===== config.mk =====
export PLATFORM = sky130hd
export DESIGN_NAME = multicycle_controller
export DESIGN_NICKNAME = d
export VERILOG_FILES = /design/src/rtl/multicycle_controller.sv
export SDC_FILE = /design/constraint.sdc
export NUM_CORES = 1
export LEC_CHECK = 0
export ABC_AREA = 0
export CAP_MARGIN = 0
export CORE_MARGIN = 5
export CORE_UTILIZATION = 50
export DETAILED_ROUTE_END_ITERATION = 6
export GPL_TIMING_DRIVEN = 0
export HOLD_SLACK_MARGIN = 0.12
export PLACE_DENSITY_LB_ADDON = 0.08
export SKIP_CTS_REPAIR_TIMING = 1
export SLEW_MARGIN = 10
export SYNTH_ARGS = -nofsm -noshare
export SYNTH_HDL_FRONTEND = slang
export SYNTH_SLANG_ARGS = --single-unit
export TNS_END_PERCENT = 100

===== constraint.sdc =====
create_clock -name clk -period 3.9 [get_ports clk]
set_input_delay 0.39 -clock clk [delete_from_list [all_inputs] [get_ports clk]]
set_output_delay 0.39 -clock clk [all_outputs]
set_load 0.02 [all_outputs]

===== src/rtl/multicycle_controller.sv =====
// Main control FSM of the multicycle MIPS datapath.
// Sequences fetch/decode/execute/memory/writeback, drives every datapath select/enable.
//
// Ports:
//   clk, rst (async active-low)
//   op, funct            : IR opcode / function fields
//   zero, overflow       : ALU flags
//   mem_ready            : shared memory finishes the current access
//   pcwrite .. alucontrol: datapath enables and selects
//   exc_ovf, exc_ill     : one-cycle exception pulses
//   state_dbg            : current state code
//   instr_count          : retired instruction counter
module multicycle_controller #(
    parameter int CNT_W = 32
) (
    input  logic             clk,
    input  logic             rst,
    input  logic [5:0]       op,
    input  logic [5:0]       funct,
    input  logic             zero,
    input  logic             overflow,
    input  logic             mem_ready,
    output logic             pcwrite,
    output logic             iord,
    output logic             memread,
    output logic             memwrite,
    output logic             irwrite,
    output logic             regdst,
    output logic             memtoreg,
    output logic             regwrite,
    output logic             alusrca,
    output logic [1:0]       alusrcb,
    output logic [1:0]       pcsrc,
    output logic [2:0]       alucontrol,
    output logic             exc_ovf,
    output logic             exc_ill,
    output logic [3:0]       state_dbg,
    output logic [CNT_W-1:0] instr_count
);

    typedef enum logic [3:0] {
        S_FETCH  = 4'd0,
        S_DECODE = 4'd1,
        S_MEMADR = 4'd2,
        S_MEMRD  = 4'd3,
        S_MEMWB  = 4'd4,
        S_MEMWR  = 4'd5,
        S_EXEC   = 4'd6,
        S_ALUWB  = 4'd7,
        S_BRANCH = 4'd8,
        S_ADDIEX = 4'd9,
        S_ADDIWB = 4'd10,
        S_JUMP   = 4'd11
    } state_t;

    localparam logic [5:0] OP_RTYPE = 6'b000000;
    localparam logic [5:0] OP_LW    = 6'b100011;
    localparam logic [5:0] OP_SW    = 6'b101011;
    localparam logic [5:0] OP_BEQ   = 6'b000100;
    localparam logic [5:0] OP_ADDI  = 6'b001000;
    localparam logic [5:0] OP_J     = 6'b000010;

    state_t           r_state;
    logic             r_ovf_q;
    logic [CNT_W-1:0] r_cnt;

    logic       w_fn_ok;
    logic       w_fn_arith;
    logic [2:0] w_fn_alu;
    logic       w_op_ok;

    // funct field decode for R-type
    always_comb begin
        w_fn_ok    = 1'b1;
        w_fn_arith = 1'b0;
        w_fn_alu   = 3'b010;
        unique case (funct)
            6'b100000: begin w_fn_alu = 3'b010; w_fn_arith = 1'b1; end
            6'b100010: begin w_fn_alu = 3'b110; w_fn_arith = 1'b1; end
            6'b100100: w_fn_alu = 3'b000;
            6'b100101: w_fn_alu = 3'b001;
            6'b101010: w_fn_alu = 3'b111;
            default:   w_fn_ok = 1'b0;
        endcase
    end

    assign w_op_ok = (op == OP_LW) || (op == OP_SW) || (op == OP_RTYPE) ||
                     (op == OP_BEQ) || (op == OP_ADDI) || (op == OP_J);

    always_ff @(posedge clk or negedge rst) begin
        if (!rst) begin
            r_state <= S_FETCH;
            r_ovf_q <= 1'b0;
            r_cnt   <= '0;
        end else begin
            unique case (r_state)
                S_FETCH: if (mem_ready) r_state <= S_DECODE;
                S_DECODE: begin
                    unique case (op)
                        OP_LW, OP_SW: r_state <= S_MEMADR;
                        OP_RTYPE:     r_state <= S_EXEC;
                        OP_BEQ:       r_state <= S_BRANCH;
                        OP_ADDI:      r_state <= S_ADDIEX;
                        OP_J:         r_state <= S_JUMP;
                        default:      r_state <= S_FETCH;
                    endcase
                end
                S_MEMADR: begin
                    if (op == OP_SW)      r_state <= S_MEMWR;
                    else if (op == OP_LW) r_state <= S_MEMRD;
                    else                  r_state <= S_FETCH;
                end
                S_MEMRD: if (mem_ready) r_state <= S_MEMWB;
                S_MEMWR: begin
                    if (mem_ready) begin
                        r_state <= S_FETCH;
                        r_cnt   <= r_cnt + CNT_W'(1);
                    end
                end
                S_EXEC: begin
                    r_ovf_q <= overflow & w_fn_arith;
                    r_state <= w_fn_ok ? S_ALUWB : S_FETCH;
                end
                S_ADDIEX: begin
                    r_ovf_q <= overflow;
                    r_state <= S_ADDIWB;
                end
                S_MEMWB, S_ALUWB, S_BRANCH, S_ADDIWB, S_JUMP: begin
                    r_state <= S_FETCH;
                    r_cnt   <= r_cnt + CNT_W'(1);
                end
                default: r_state <= S_FETCH;
            endcase
        end
    end

    logic w_pcw, w_mrd, w_mwr, w_irw, w_rw, w_eo, w_ei;

    always_comb begin
        w_pcw      = 1'b0;
        w_mrd      = 1'b0;
        w_mwr      = 1'b0;
        w_irw      = 1'b0;
        w_rw       = 1'b0;
        w_eo       = 1'b0;
        w_ei       = 1'b0;
        iord       = 1'b0;
        regdst     = 1'b0;
        memtoreg   = 1'b0;
        alusrca    = 1'b0;
        alusrcb    = 2'b00;
        pcsrc      = 2'b00;
        alucontrol = 3'b010;
        unique case (r_state)
            S_FETCH: begin
                w_mrd   = 1'b1;
                alusrcb = 2'b01;
                w_irw   = mem_ready;
                w_pcw   = mem_ready;
            end
            S_DECODE: begin
                alusrcb = 2'b11;
                w_ei    = ~w_op_ok;
            end
            S_MEMADR, S_ADDIEX: begin
                alusrca = 1'b1;
                alusrcb = 2'b10;
            end
            S_MEMRD: begin
                iord  = 1'b1;
                w_mrd = 1'b1;
            end
            S_MEMWB: begin
                memtoreg = 1'b1;
                w_rw     = 1'b1;
            end
            S_MEMWR: begin
                iord  = 1'b1;
                w_mwr = 1'b1;
            end
            S_EXEC: begin
                alusrca    = 1'b1;
                alucontrol = w_fn_alu;
                w_ei       = ~w_fn_ok;
            end
            S_ALUWB: begin
                regdst = 1'b1;
                w_rw   = ~r_ovf_q;
                w_eo   = r_ovf_q;
            end
            S_BRANCH: begin
                alusrca    = 1'b1;
                alucontrol = 3'b110;
                pcsrc      = 2'b01;
                w_pcw      = zero;
            end
            S_ADDIWB: begin
                w_rw = ~r_ovf_q;
                w_eo = r_ovf_q;
            end
            S_JUMP: begin
                pcsrc = 2'b10;
                w_pcw = 1'b1;
            end
            default: ;
        endcase
    end

    // enables are squashed for the whole time reset is held
    assign pcwrite     = w_pcw & rst;
    assign memread     = w_mrd & rst;
    assign memwrite    = w_mwr & rst;
    assign irwrite     = w_irw & rst;
    assign regwrite    = w_rw & rst;
    assign exc_ovf     = w_eo & rst;
    assign exc_ill     = w_ei & rst;
    assign state_dbg   = r_state;
    assign instr_count = r_cnt;

endmodule


# ---- Yosys cells after proc, flatten, opt, wreduce, memory -nomap -nowiden
# Index checks and enable logic that the tools add are counted.
dict set report totals {
  reg_bits 37
  latchBits 0
  ram_bits 0
  romBits 0
  input_bits 17
  out_inout_bits 54
  word_cells 87
  memories 0
}
dict set report op_classes {
  add_sub_neg 1
  mul 0
  n_div 0
  magnitude_cmp 0
  eq_ne 24
  n_shift 0
  muxes 28
  bitwise 11
  reduce_logical 20
}
# op n
set ops {}
lappend ops {{one-hot mux 32 bit (2 select lines)} 1}
lappend ops {{equality test 6 bit (second input constant)} 7}
lappend ops {{adder 32 x 1 -> 32 bit (second input constant)} 1}
lappend ops {{2-to-1 mux 32 bit} 1}
lappend ops {{one-hot mux 4 bit (7 select lines)} 1}
lappend ops {{one-hot mux 4 bit (5 select lines)} 1}
lappend ops {{equality test 4 x 3 -> 1 bit (second input constant)} 4}
lappend ops {{equality test 4 bit (second input constant)} 4}
lappend ops {{2-to-1 mux 4 bit} 3}
lappend ops {{one-hot mux 3 bit (4 select lines)} 1}
lappend ops {{OR reduction 2 bit} 6}
lappend ops {{2-to-1 mux 1 bit} 10}
lappend ops {{OR reduction 5 bit} 2}
lappend ops {{bitwise AND 1 bit} 8}
lappend ops {{equality test 4 x 2 -> 1 bit (second input constant)} 2}
lappend ops {{equality test 6 x 2 -> 1 bit (second input constant)} 1}
lappend ops {{equality test 6 x 3 -> 1 bit (second input constant)} 1}
lappend ops {{equality test 6 x 4 -> 1 bit (second input constant)} 1}
lappend ops {{zero test 6 bit} 1}
lappend ops {{2-to-1 mux 3 bit} 2}
lappend ops {{!= test 2 bit (second input constant)} 3}
lappend ops {{one-hot mux 1 bit (2 select lines)} 3}
lappend ops {{one-hot mux 2 bit (3 select lines)} 1}
lappend ops {{one-hot mux 3 bit (2 select lines)} 1}
lappend ops {{other kinds (11)} 18}

# ---- Logic depth before layout (Yosys ltp)
# Gate-level depths: netlist of the first run.
dict set report depth {
  word_depth 9
  ltp_mapped 8
  depth_no_buf 5
}

# ---- Worst setup path before layout of the first run
# No wires, ideal clock.
dict set report synth_timing {
  kind {reg2out}
  from {register r_state[3], in the netlist state_dbg[3]}
  to {output port pcwrite}
  t_arrival_ns 2.011
  required_ns 3.510
  path_slack_ns 1.499
  stages_incl_launch_ff 6
  path_cell_list {dfrtp_1 -> clkbuf_1 -> nor2_1 -> nand2_1 -> nor4_1 -> a31o_2}
}
dict set report synth_via {
  elab_chain_cells 3
  elab_cells_between_ends 5
  cone_classes {2 x eq/ne; 1 x mux; 1 x bitwise; 1 x reduce/logical}
}
# element line
set synth_lines {}
lappend synth_lines {{start: declaration} 63} ;# state_t r_state;
lappend synth_lines {{start signal: assignment} 122} ;# r_state <= w_fn_ok ? S_ALUWB : S_FETCH;
lappend synth_lines {{equality test 4 bit or zero test 4 bit (tied branches)} 154} ;# unique case (r_state)
lappend synth_lines {{one-hot mux 1 bit (3 select lines) (*)} 154}
lappend synth_lines {{bitwise AND 1 bit (*)} 210} ;# assign pcwrite = w_pcw & rst;
lappend synth_lines {{end: declaration} 23} ;# output logic pcwrite,
# Mark *: on every way between the ends. The rest lies on a longest branch, timed or not.

# ---- Final worst setup path of the first run
# Same ends and word-level chain as after synthesis.

==> results.py, run 1 <==
metrics = {
    "setup_path": {
        "worstSetupEndpointType": "output pin",
        "critical-path-max-stage-delay_ps": 610,
        "cp_num_buf_inv": 2,
        "cp_slowest_cell": "clkdlybuf4s50_1",
        "cp.arrival_ps": 2580,
        "crit_path_start_kind": "flip-flop",
        "critPathTopFamily": "buffers and inverters",
        "critPathKind": "reg2out",
        "crit_chain": "clkbuf_1 -> nor2_1 -> nand2_1 -> nor4_1 -> a31o_2 -> clkdlybuf4s50_1",
        "crit_required_ps": 3510,
        "cp_max_fo": 10,
    },
    "yosys": {
        "synth_cells": 234,
        "synth_seq_cells": 37,
        "ys_types": 50,
        "yosysSeqAreaShare_pct": 41.9,
        "synth_area_mm2": 0.00221,
        "yosys.area.top_type": "dfrtp_1",
        "synthTopCellsByArea": "dfrtp_1, xnor2_1, nand4_1",
        "syn_nets": 252,
        "synth_top_area_share_pct": 41.9,
        "postSynthAreaPerCell_um2": 9.44,
        "ys_warn_count": 0,
    },
    "drt": {
        "routed_wl_um": 5290,
        "viasPerCell": 5.64,
        "drc": 0,
        "wire_per_inst_um": 14.6,
        "antenna_left": 0,
        "first_pass_iters": 4,
        "initialDrtViolationCount": 114,
        "vias": 2048,
    },
    "global_route": {
        "grt_pass1_wl_um": 9190,
        "track_usage_pct": 19.0,
        "grt_max_degree": 24,
        "grt_pass1_vias": 1977,
        "antenna_found_initial": 0,
        "grt_overflow": 0,
    },
    "finish": {
        "design_area_mm2": 0.00307,
        "multiInputGateArea_mm2": 0.00118,
        "seq_area_um2": 926,
        "n_fill_cell": 349,
        "fin_nets": 329,
        "syn_to_final_growth_pct": 39.1,
        "fin_cells": 363,
        "antennaDiodeCount": 0,
        "layout-drive-gt1-share_pct": 9.65,
    },
    "floorplan": {
        "die_w_um": 76.5,
        "die-area_mm2": 0.00585,
        "core_area_mm2": 0.00432,
        "num_rows": 24,
        "die_h_um": 76.5,
        "io-pin-count": 71,
        "start_util_pct": 51.1,
    },
    "placed_design": {
        "place_congestion": 0.860,
        "place_inst": 356,
        "dpl_cell_area_mm2": 0.00299,
        "port_buffers": 69,
        "hpwl_um": 4070,
    },
    "sta": {
        "period_minus_slack_ps": 2970,
        "rsz0062_at_grt": "no",
        "hold_ws_ps": 77.6,
        "timing.fmax_mhz": 336,
        "timing_hold_violations_final": 0,
        "period_share_pct": 76.2,
        "fin_tns_setup_ps": 0,
        "finClkSkew_ps": 4.40,
        "finalSetupViolCount": 0,
        "slew_headroom_pct": 63.9,
        "tightest_slew_ps": 541,
        "finalMaxSlewViolations": 0,
    },
    "flow_run": {
        "max_cap_viol_count": 0,
    },
    "clock_network": {
        "cts-root-buf": "clkbuf_8",
        "cts_buffers": 5,
        "ctsHtreeMaxLevel": 2,
        "clkSlewWorstSetupHoldPaths_ps": 70,
        "clkSinkCount": 37,
        "tritoncts": "done",
        "clk_latency_ps": 290,
        "clock_path_buffers": 2,
    },
    "outcome": {
        "status": "completed",
    },
    "power_and_ir_drop": {
        "ir_drop_v": 0.000388,
        "power.density_mw_per_mm2": 312,
        "p_total_mw": 0.959,
        "leakagePower_nw": 1.24,
    },
    "min_path": {
        "hold_class": "in2async",
    },
}
## report_power, final
group          switching [mW]  leakage, nW  internal [mW]  total (mW)
Sequential             0.0298        0.505          0.407       0.437
Clock                   0.125       0.0443          0.140       0.266
Combinational           0.138        0.691          0.118       0.256
Total                   0.293         1.24          0.666       0.959
## layout make-up
type,count,share of cell area (%)
timing repair buffer,70,23.2
sequential,37,30.1
inverter,9,1.10
multi-input combinational,178,38.3
clock buffer,7,2.81
buffer,10,2.32
tap,52,2.12
## layout by cell type, fill, tap and decap left out, drive strengths merged, types with 2 or more instances in the layout
cell / synthesis / final
a21oi: 4 / 4
a31oi: 2 / 2
a32oi: 2 / 2
and2: 6 / 6
and3: 4 / 4
and4: 3 / 3
buf: 7 / 9
clkbuf: 3 / 10
clkdlybuf4s50: 0 / 68
dfrtp: 37 / 37
inv: 9 / 9
nand2: 23 / 23
nand2b: 8 / 8
nand3: 16 / 16
nand4: 15 / 15
nor2: 16 / 16
nor2b: 4 / 4
nor3: 10 / 10
nor4: 2 / 2
o21ai: 7 / 7
o221ai: 2 / 2
o22ai: 2 / 2
or2: 5 / 5
xnor2: 32 / 32
xor2: 2 / 2
## sequential cells by signal (all words and copies together) (netlist names)
signal,cells
state_dbg,4
instr_count,32
r_ovf_q,1
## layer usage
layer | wire length (µm) | up-vias | GRT usage [%]
met3 | 316 | 8 | 4.37
met1 | 2200 | 991 | 23.7
met5 | 0 | - | 0
met2 | 2710 | 67 | 32.6
li1 | - | 982 | -
met4 | 68 | 0 | 5.59
## worst paths after layout
kind / startpoint / to / slack (ps) / cells past startpoint
setup / recovery: state_dbg[3] / pcwrite / 930 / 6
hold / removal: rst / instr_count[26] / 80 / 1
setup reg to reg: state_dbg[1] / instr_count[9] / 2250 / 6
hold reg to reg: instr_count[31] / instr_count[31] / 490 / 1
max in group asynchronous: rst / instr_count[10] / 3340 / 2
min in group clk: instr_count[31] / instr_count[31] / 490 / 1
## cell usage after synthesis (all sizes together)
library cell / number
a32oi: 2
o22ai: 2
o31ai: 1
nor2b: 4
and2: 6
or2: 5
o311ai: 1
nor3: 10
a31oi: 2
o21a: 1
nand2b: 8
a32o: 1
o21ai: 7
dfrtp: 37
o221ai: 2
and3: 4
inv: 9
and4: 3
a31o: 1
ha: 1
xnor2: 32
o21bai: 1
nand2: 23
clkbuf: 3
xor2: 2
nor4: 2
nor3b: 1
nor2: 16
a21oi: 4
or4: 1
nand4: 15
nand3: 16
or3: 1
buf: 7
a221oi: 1
o32ai: 1
o41a: 1
## cells by family (layout without fill, tap and decap cells)
kind of cell	count (synthesis)	in the layout	share of synthesized area (%)
simple gates	115	115	29.8
fa+ha+maj	1	1	0.566
xor+xnor	34	34	13.5
compound gates	28	28	9.46
flops	37	37	41.9
buf+inv	19	96	4.76
## per-stage QoR
stage	utilization (%)	setup WS [ps]
2_1_floorplan	-	1500
3_3_place_gp	68.6	-40.9
3_5_place_dp	69.1	1050
4_1_cts	71.1	1010
5_1_grt	71.1	765
6_report	71.1	926
(Power assumes the default switching activity.)
==> run 2: changes to the inputs <==
- CORE_UTILIZATION: 50 -> 42
- clock period: 3.9 -> 2.4 ns (I/O delays scaled with it)
==> run 2 against run 1 <==
Compared with the run above:
- sequential power grew 63%
- first-iteration DRC count decreased by 54%
- final cell count rose by 5.5%
- non-clock buffer count grew 2
- critical endpoint is now memread
- count of clock-buffer cells in the layout decreased by 1
- power grew 65%
- utilization decreased by 8.9 points
- design area grew 3.3%
- largest cell class unchanged
- critical path type unchanged
- global-route usage is 1.8 points lower
- via count decreased by 3.1%
==> results.py, run 2 (synthesized netlist as in run 1, its figures left out) <==
metrics = {
    "sta": {
        "tightest_slew_ps": 400,
        "finClkSkew_ps": 6.37,
        "period_minus_slack_ps": 2260,
        "finalMaxSlewViolations": 0,
        "timing.fmax_mhz": 442,
        "fin_tns_setup_ps": 0,
        "period_share_pct": 94.3,
        "postLayoutSetupSlackWorst_ps": 137,
        "rsz0062_at_grt": "no",
        "slew_headroom_pct": 73.3,
        "timing_hold_violations_final": 0,
        "finalSetupViolCount": 0,
    },
    "global_route": {
        "grt_max_degree": 24,
        "track_usage_pct": 17.2,
        "grt_overflow": 0,
        "grt_pass1_wl_um": 9030,
        "grt_pass1_vias": 1913,
        "antenna_found_initial": 0,
    },
    "clock_network": {
        "ctsHtreeMaxLevel": 2,
        "tritoncts": "done",
        "clkSinkCount": 37,
        "clkSlewWorstSetupHoldPaths_ps": 70,
        "cts_buffers": 5,
        "cts-root-buf": "clkbuf_8",
        "clock_path_buffers": 2,
        "clk_latency_ps": 280,
    },
    "finish": {
        "layout-drive-gt1-share_pct": 12.5,
        "antennaDiodeCount": 0,
        "largest_reg_flops": 32,
        "finish.utilization_pct": 62.2,
        "fin_cells": 383,
        "mostFrequentLayoutCells": "clkdlybuf4s50_1, dfrtp_1, xnor2_1",
        "fin_nets": 331,
        "syn_to_final_growth_pct": 43.7,
        "final_common_cell": "clkdlybuf4s50_1",
    },
    "setup_path": {
        "cp_slowest_cell": "clkdlybuf4s50_1",
        "cp.arrival_ps": 2020,
        "critPathKind": "reg2out",
        "worstSetupEndpointType": "output pin",
        "timing.rr.start": "state_dbg[1]",
        "crit_chain": "clkbuf_2 -> nor2_4 -> nand2_1 -> nor3_1 -> clkdlybuf4s50_1",
        "crit_required_ps": 2160,
        "crit_start": "state_dbg[3]",
        "reg2reg_depth": 7,
        "critical-path-max-stage-delay_ps": 630,
        "cp_max_fo": 10,
        "timing.rr.end": "instr_count[28]",
        "rrSetupSlack_ps": 770,
        "crit_path_start_kind": "flip-flop",
    },
    "placed_design": {
        "place_ws_ps": -144,
        "place_congestion": 0.892,
        "place_inst": 374,
        "port_buffers": 69,
        "hpwl_um": 4230,
    },
    "min_path": {
        "min_to": "instr_count[31]",
        "hp-start": "instr_count[31]",
        "hold_depth": 1,
        "hold_class": "reg2reg",
    },
    "drt": {
        "vias": 1985,
        "initialDrtViolationCount": 52,
        "routed_wl_um": 5460,
        "viasPerCell": 5.18,
        "antenna_left": 0,
        "first_pass_iters": 4,
        "wire_per_inst_um": 14.2,
        "drc": 0,
    },
    "floorplan": {
        "io-pin-count": 71,
        "core_area_mm2": 0.00511,
        "start_util_pct": 43.3,
        "die_h_um": 82.5,
        "die_w_um": 82.5,
        "die-area_mm2": 0.00681,
        "num_rows": 26,
    },
    "power_and_ir_drop": {
        "seq_power_share_pct": 45.0,
        "ir_drop_v": 0.000507,
        "leakagePower_nw": 1.40,
        "p_total_mw": 1.58,
        "p_comb_share_pct": 26.7,
        "switchingPower_mw": 0.494,
        "swShare_pct": 31.3,
        "p_int_mw": 1.09,
        "power.density_mw_per_mm2": 498,
        "p_clk_share_pct": 28.3,
    },
    "outcome": {
        "status": "completed",
    },
    "flow_run": {
        "max_cap_viol_count": 0,
    },
}
## run 2: changes by cell type in the layout (fill, tap and decap cells not counted), sizes merged
cell           previous run  this run
clkdlybuf4s50            68        59
dlymetal6s2s              0         9
buf                       9        10
clkbuf                   10         9
clkinvlp                  0         1
dlygate4sd3               0         1
## run 2: cell type report
| type | instances | area, µm² |
|---|---|---|
| Sequential cell | 37 | 927 |
| Clock buffer | 6 | 82.6 |
| Inverter | 9 | 33.8 |
| Fill cell | 459 | 1930 |
| Clock inverter | 1 | 7.51 |
| Buffer | 10 | 75.1 |
| Multi-Input combinational cell | 178 | 1190 |
| Tap cell | 70 | 87.6 |
| Timing Repair Buffer | 72 | 766 |
## run 2: how the worst max path moves through the flow
stage,endpoint,slack (ps),cells past startpoint
floorplan,pcwrite,150,5
CTS,pcwrite,-360,6
global placement,pcwrite,-1290,5
global route,memread,10,5
finish,memread,140,5
detailed placement,exc_ill,-140,7
## run 2: power groups by stage
stage                     sequential [mW]  combinational, mW  clock [mW]
after global placement              0.721              0.410           0
after detailed placement            0.722              0.418           0
after global routing                0.717              0.459       0.482
after CTS                           0.710              0.420       0.458
after floorplan                     0.749              0.196           0
final                               0.711              0.421       0.447
## run 2: worst max-delay path, delay by kind of cell (launching register included)
kind / cells / cell delay, ps
buffers and inverters: 2 / 860
DFF: 1 / 450
and+or+nand+nor: 3 / 430
## run 2: per-layer routing
layer  share of wire, %  GRT usage (%)
met1                 42           21.2
met2                 51           29.5
met3                4.7           4.12
met4                2.1           5.39
met5                  0              0
## run 2: stage by stage
stage | instance area, µm² | hold slack [ps]
2_1_floorplan | 2210 | -55.6
3_5_place_dp | 3010 | 257
5_1_grt | 3170 | 487
4_1_cts | 3100 | -55.8
3_3_place_gp | 2990 | 461
6_report | 3170 | 467
==> run 3: changes to the inputs <==
- CAP_MARGIN: 0 -> unset
==> results of run 3 <==
The final DEF is identical to that of run 2; final timing and power are the same.
